$ cat src/rtl/lfsr_bank.sv
// lfsr_bank: multi-lane Fibonacci LFSR source with seed-load handshake, warm-up stepping and period-wrap marker
module lfsr_bank #(
  parameter int WIDTH = 16,
  parameter int LANES = 4,
  parameter logic [WIDTH-1:0] TAPS = 16'hD008,
  parameter logic [WIDTH-1:0] SEED_STRIDE = 16'h0101,
  parameter int WARMUP = 8
) (
  input  logic                   clk,
  input  logic                   reset,
  input  logic [WIDTH-1:0]       seed,
  input  logic                   seed_load,
  input  logic                   en,
  output logic                   ready,
  output logic                   valid,
  output logic [LANES*WIDTH-1:0] data_out,
  output logic                   wrap
);
  localparam int CW = WARMUP > 1 ? $clog2(WARMUP + 1) : 1;
  typedef enum logic [1:0] {IDLE, WARM, RUN} state_e;
  state_e state_q, state_d;
  logic [LANES-1:0][WIDTH-1:0] lane_q, lane_d, stepped, seeded;
  logic [CW-1:0] cnt_q, cnt_d;
  logic [WIDTH-1:0] ref_q, ref_d;
  logic wrap_q, wrap_d, load, adv, enter_run;
  function automatic logic [WIDTH-1:0] step_f(input logic [WIDTH-1:0] s);
    return {s[WIDTH-2:0], ^(s & TAPS) ^ (s == '0)};
  endfunction
  genvar i;
  for (i = 0; i < LANES; i++) begin : g_lane
    localparam logic [WIDTH-1:0] OFF = WIDTH'(i) * SEED_STRIDE;
    assign stepped[i] = step_f(lane_q[i]);
    assign seeded[i]  = ((seed ^ OFF) == '0) ? WIDTH'(1) : seed ^ OFF;
  end
  assign load = seed_load && state_q != WARM;
  assign adv  = state_q == WARM || (state_q == RUN && en);
  always_ff @(posedge clk or posedge reset) begin
    if (reset) begin
      state_q <= IDLE;
      lane_q  <= '0;
      cnt_q   <= '0;
      ref_q   <= '0;
      wrap_q  <= 1'b0;
    end else begin
      state_q <= state_d;
      lane_q  <= lane_d;
      cnt_q   <= cnt_d;
      ref_q   <= ref_d;
      wrap_q  <= wrap_d;
    end
  end
  always_comb begin
    state_d = load ? (WARMUP == 0 ? RUN : WARM) :
              (state_q == WARM && cnt_q == CW'(1)) ? RUN : state_q;
  end
  // reference is taken from the lane 0 value that will be visible on RUN entry or reload
  assign enter_run = state_d == RUN && (state_q != RUN || load);
  always_comb begin
    lane_d = load ? seeded : adv ? stepped : lane_q;
    cnt_d  = load ? CW'(WARMUP) : state_q == WARM ? cnt_q - CW'(1) : cnt_q;
    ref_d  = enter_run ? lane_d[0] : ref_q;
    wrap_d = state_q == RUN && !load && en && stepped[0] == ref_q;
  end
  always_comb begin
    ready    = state_q != WARM;
    valid    = state_q == RUN;
    data_out = lane_q;
    wrap     = wrap_q;
  end
endmodule

$ cat config.mk
export PLATFORM = sky130hd
export DESIGN_NAME = lfsr_bank
export DESIGN_NICKNAME = d
export VERILOG_FILES = /design/src/rtl/lfsr_bank.sv
export SDC_FILE = /design/constraint.sdc
export NUM_CORES = 1
export LEC_CHECK = 0
export CORE_ASPECT_RATIO = 1.5
export CORE_MARGIN = 2
export CORE_UTILIZATION = 52
export DETAILED_ROUTE_END_ITERATION = 10
export PLACE_DENSITY = 0.84
export SETUP_SLACK_MARGIN = 0.15
export SLEW_MARGIN = 15
export SYNTH_ARGS = -nofsm -noshare
export SYNTH_HDL_FRONTEND = slang
export SYNTH_SLANG_ARGS = --single-unit
$ cat constraint.sdc
create_clock -name clk -period 3.1 [get_ports clk]
set_input_delay 0.465 -clock clk [delete_from_list [all_inputs] [get_ports clk]]
set_output_delay 0.465 -clock clk [all_outputs]
set_load 0.02 [all_outputs]
==> results of run 1 <==
## worst reg2reg max path, delay by kind of cell (launching register included)
| kind | cells | cell delay, ns |
|---|---|---|
| compound gates | 2 | 0.16 |
| simple gates | 3 | 0.88 |
| buf+inv | 2 | 0.66 |
| flops | 1 | 0.43 |
## cells by family (layout without fill, tap and decap cells)
family	count (synthesis)	in the layout	synth area share [%]
adder cells (fa/ha/maj)	6	6	1.68
AO/OA/AOI/OAI	156	156	21.7
buffers and inverters	55	132	5.45
XOR/XNOR	28	28	5.48
AND/OR/NAND/NOR	158	158	17.0
flip-flops	87	87	48.7
## how the worst min path moves through the flow
stage                             to  slack, ns  cells past startpoint
2_1_floorplan   cnt_q[2]$_DFFE_PP0P_       0.46                      1
3_3_place_gp    ref_q[9]$_DFFE_PP0P_       0.48                      2
3_5_place_dp   ref_q[10]$_DFFE_PP0P_       0.50                      2
4_1_cts        ref_q[10]$_DFFE_PP0P_       0.51                      2
5_1_grt         ref_q[6]$_DFFE_PP0P_       0.53                      2
6_report        ref_q[6]$_DFFE_PP0P_       0.50                      2
## metal layers
metal | routed length [um] | GRT usage, %
met5 | 0 | 0
met4 | 874 | 16.9
met3 | 1080 | 6.44
met2 | 6860 | 48.9
met1 | 4960 | 37.8
## cell usage after synthesis (13+ instances only)
cell type	count
nor3_1	14
nor4_1	13
xor2_1	16
dfrtp_1	87
nand2_1	69
buf_2	15
nor2_1	31
a22oi_1	62
o21ai_0	52
inv_1	20
a21oi_1	19
## flip-flops by register name, summed over array words and instances, names as in the netlist
register	flops
wrap	1
cnt_q	4
data_out	64
state_q	2
ref_q	16
## power groups by stage
stage	clock network, mW	registers [mW]	logic, mW
after floorplan	0	2.71	1.83
after global placement	0	2.42	3.41
after detailed placement	0	2.44	3.54
after CTS	1.09	2.43	3.58
after global routing	1.14	2.53	3.90
final	1.09	2.46	3.58
## stage by stage
stage | power, mW | setup WS [ns]
floorplan | 4.53 | 0.385
global placement | 5.84 | 0.694
detailed placement | 5.98 | 0.544
CTS | 7.11 | 0.691
global route | 7.56 | 0.626
finish | 7.13 | 0.673
## cell type report
type	count	area, sq um	share of cell area [%]
clock buffers	9	225	3.96
clock inverters	7	72.6	1.28
inverters	21	80.1	1.41
multi-input cells	348	2060	36.2
flip-flops and latches	87	2180	38.3
well taps	107	134	2.35
repair buffers	95	941	16.5
==> results.yml, run 1 <==
timing:
  fmax_mhz: 412
  finalSetupViolations: 0
  hold_viol_final: 0
  slew_headroom_pct: 36.2
  fin_crit_ns: 2.43
  rsz0062_at_grt: "no"
  setup_tns_ns: 0
  tightestPinTransition_ns: 0.956
  fin_crit_sh_pct: 78.3
  slew_viol_final: 0
  hold_slack_ns: 0.504
  fin_skew_ns: 0.00670
place:
  dpl.cell_count: 658
  port-buffer-count: 86
  routabilityCongestion: 0.910
  placed_area_sq_mm: 0.00539
  post-dp-hpwl_mm: 9.33
global_routing:
  grt_overflow: 0
  grt_max_degree: 88
  grt_pass1_vias: 4197
  grt_pass1_wl_mm: 22.1
  antenna_found_initial: 0
  track_usage_pct: 30.5
detailed_routing:
  viasPerCell: 6.34
  drt_iter0_markers: 476
  route.vias.total: 4270
  drt-wirelength-per-cell_um: 20.4
  ant_nets: 0
  drt_pre_antenna_iters: 5
  drcViolationCount: 0
  wirelength_mm: 13.8
power:
  intPower_mw: 3.93
  pwr-share-seq_pct: 34.5
  pwr-share-comb_pct: 50.2
  p_sw_mw: 3.20
  p_leak_nw: 2.37
  ir_drop_mv: 0.773
  p_clk_share_pct: 15.3
  p_per_area_mw_per_mm2: 1250
  p_sw_share_pct: 44.9
logic_synthesis:
  netlist_area_sq_mm: 0.00447
  synth_seq_area_share_pct: 48.7
  ys_warn_count: 0
  syn_avg_cell_area_sq_um: 9.13
  yosys-top-cells-area: "dfrtp_1 49%, a22oi_1 10%, o21ai_0 5.8%"
  ys_ff_latch: 87
  synth-main-ff-cell: "dfrtp_1"
  synth.distinct_cells: 44
  yosysTopAreaCellShare_pct: 48.7
  synth_top_area_cell: "dfrtp_1"
  syn_inst: 490
  syn-num-nets: 516
  async_flop_share_pct: 100
  synth_edf_count: 0
worst_setup_path:
  cp_top_family: "buffers and inverters"
  path_cells: "nor2b_4 -> inv_2 -> clkdlybuf4s50_1"
  slowest_delay_ns: 0.69
  critPathKind: "reg2out"
  crit_path_start_kind: "flop"
  cp_slowest_cell: "clkdlybuf4s50_1"
  crit_end: "ready"
  critical_path_peak_fanout: 21
  crit_start: "state_q[0]$_DFF_PP0_"
  worstSetupEndpointType: "output port"
  worstRegToRegCells: 7
  reg2reg_from: "state_q[0]$_DFF_PP0_"
  ff2ff_setup_slack_ns: 0.89
  worstPathRequired_ns: 2.63
  critPathBufInv: 2
  r2r_end: "data_out[56]$_DFFE_PP0P_"
  cp.depth: 3
  worstPathArrival_ns: 1.96
floorplanning:
  die_h_um: 118
  die_area_sq_mm: 0.00937
  start_util_pct: 53.5
  core_sq_mm: 0.00836
  ios: 87
  rows: 41
  dieWidth_um: 79.7
cells_and_area:
  diodes: 0
  finish.instance_area_sq_mm: 0.00569
  post-route-util_pct: 68.0
  final_cell_mix: "87 x dfrtp_1, 86 x clkdlybuf4s50_1, 69 x nand2_1, 62 x a22oi_1, 51 x o21ai_0"
  layout.cells.non_filler: 674
  area_growth_pct: 27.2
  nets: 588
  drive_gt1_share_pct: 6.00
  filler_cell_count: 655
  final_common_cell: "dfrtp_1"
clock_tree:
  cts_root_buffer: "clkbuf_16"
  htree_num_levels: 3
  post_cts_buffers: 0
  ctsHoldBuffers: 0
  cts.sinks: 87
  clock_latency_ns: 0.34
  cts_resized: 0
  tritoncts: "yes"
  numCtsBuffers: 9
  cts_buffer_depth: 2
  clk_pin_slew_ns: 0.07
hold_path:
  hold_path.class: "reg2reg"
  hp-start: "ref_q[6]$_DFFE_PP0P_"
run_status:
  status: "finished, final reports clean"
run:
  cap_violations: 0
Power figures use the tool's default switching activity.
==> run 2: changes to the inputs <==
- CORE_UTILIZATION: 52 -> 47
- PLACE_DENSITY: 0.84 -> 0.8
- clock period: 3.1 -> 2.2 ns (I/O delays scaled with it)
==> run 2 against run 1 <==
Net effect:
- worst setup slack lost 0.41 ns
- sequential power is 40% higher
- via count is 0.94% higher
- cell count rose by 3.4%
- sequential share of layout area fell by 0.94 points
- non-clock buffer count up 18
- clock-buffer cell count stayed put
- clock skew is essentially flat
- sequential cell count unchanged
- utilization fell by 5.0 points
- critical endpoint is now ref_q[11]$_DFFE_PP0P_
- largest cell class unchanged
- highest routed layer unchanged
==> results.yml, run 2 (same netlist as run 1, synthesis figures left out) <==
clock_tree:
  tritoncts: "yes"
  cts_root_buffer: "clkbuf_16"
  clock_latency_ns: 0.35
  clk_pin_slew_ns: 0.07
  cts_buffer_depth: 2
  numCtsBuffers: 9
  post_cts_buffers: 0
  cts.sinks: 87
  ctsHoldBuffers: 0
  htree_num_levels: 3
worst_setup_path:
  cp_slowest_cell: "nor2_4"
  path_cells: "and3b_1 -> nor2_4 -> nand2_1 -> and3_1 -> o21ai_0"
  cp_top_family: "simple AND/OR/NAND/NOR gates"
  critPathKind: "reg2reg"
  slowest_delay_ns: 0.65
  crit_path_start_kind: "flop"
  ff2ff_setup_slack_ns: 0.27
  critical_path_peak_fanout: 36
  worstPathRequired_ns: 2.46
  critPathBufInv: 0
  worstSetupEndpointType: "flop"
  worstPathArrival_ns: 2.19
floorplanning:
  core_sq_mm: 0.00925
  die_h_um: 123
  ios: 87
  start_util_pct: 48.3
  rows: 43
  die_area_sq_mm: 0.0103
  dieWidth_um: 83.7
detailed_routing:
  drt_iter0_markers: 353
  highest_layer: "met4"
  wl_met3_mm: 1.03
  met2_length_mm: 6.88
  drcViolationCount: 0
  viasPerCell: 6.18
  met1_length_mm: 5.35
  drt_pre_antenna_iters: 5
  ant_nets: 0
  route.vias.total: 4310
  wirelength_mm: 14.1
  drt-wirelength-per-cell_um: 20.2
run_status:
  status: "finished, final reports clean"
place:
  placed_area_sq_mm: 0.00554
  post-place-ws_ns: -0.0545
  dpl.cell_count: 681
  routabilityCongestion: 0.913
  port-buffer-count: 86
  post-dp-hpwl_mm: 9.81
global_routing:
  antenna_found_initial: 0
  grt_max_degree: 88
  track_usage_pct: 28.1
  grt_pass1_wl_mm: 22.5
  grt_pass1_vias: 4363
  grt_overflow: 0
power:
  finalPower_mw: 10.1
  p_leak_nw: 2.45
  p_per_area_mw_per_mm2: 1730
  ir_drop_mv: 1.12
timing:
  fmax_mhz: 517
  hold_viol_final: 0
  setup_ws_ns: 0.266
  fin_skew_ns: 0.00634
  fin_crit_sh_pct: 87.9
  slew_viol_final: 0
  rsz0062_at_grt: "yes"
  finalSetupViolations: 0
  tightestPinTransition_ns: 0.963
  fin_crit_ns: 1.93
  slew_headroom_pct: 35.7
cells_and_area:
  finish.instance_area_sq_mm: 0.00583
  post-route-util_pct: 63.0
  filler_cell_count: 740
  seqCellArea_sq_mm: 0.00218
  diodes: 0
  area_growth_pct: 30.4
  nets: 606
  multi_input_area_sq_mm: 0.00206
  final_cell_mix: "87 x dfrtp_1, 85 x clkdlybuf4s50_1, 69 x nand2_1, 62 x a22oi_1, 51 x o21ai_0"
  largest_reg_flops: 64
  final_common_cell: "dfrtp_1"
  drive_gt1_share_pct: 8.89
  layout.cells.non_filler: 697
hold_path:
  hold_path.class: "in2async"
run:
  cap_violations: 0
-- run 2: what timing repair did --
| action | in CTS | in global routing |
|---|---|---|
| gates cloned | 0 | 0 |
| gates resized for setup | 1 | 0 |
| pin swaps | 0 | 1 |
| endpoints found under the setup margin | 1 | 9 |
-- run 2: worst paths after layout --
| check | start | to | cells after the start |
|---|---|---|---|
| max | state_q[1]$_DFF_PP0_ | ref_q[11]$_DFFE_PP0P_ | 5 |
| min | reset | cnt_q[2]$_DFFE_PP0P_ | 3 |
| max reg2reg | state_q[1]$_DFF_PP0_ | ref_q[11]$_DFFE_PP0P_ | 5 |
| min reg2reg | ref_q[6]$_DFFE_PP0P_ | ref_q[6]$_DFFE_PP0P_ | 2 |
| max in group asynchronous | reset | data_out[23]$_DFFE_PP0P_ | 3 |
| min in group clk | ref_q[6]$_DFFE_PP0P_ | ref_q[6]$_DFFE_PP0P_ | 2 |
-- run 2: layout make-up --
type / instances / area share (%)
inverter: 21 / 1.42
sequential: 87 / 37.3
clock buffer: 9 / 3.86
tap: 112 / 2.40
multi-input combinational: 348 / 35.3
clock inverter: 7 / 1.27
timing repair buffer: 113 / 18.4
-- run 2: worst min-delay path: cells and delay by family --
| kind | cells | cell delay, ns |
|---|---|---|
| buffers and inverters | 3 | 0.88 |
-- run 2: per-stage QoR --
step / TNS (ns) / hold WS [ns]
floorplan: 0 / 0.465
global placement: 0 / 0.483
detailed placement: -0.143 / 0.491
CTS: 0 / 0.496
global route: 0 / 0.530
finish: 0 / 0.436
-- run 2: layer usage --
layer  up-vias  track usage [%]
met5         -                0
met4         0             19.0
met3        53             5.61
met2       205             46.0
met1      2120             33.6
li1       1932                -
-- run 2: where the power goes --
| part | internal (mW) | switching, mW |
|---|---|---|
| Clock | 0.879 | 0.660 |
| Combinational | 2.32 | 2.78 |
| Sequential | 2.39 | 1.06 |
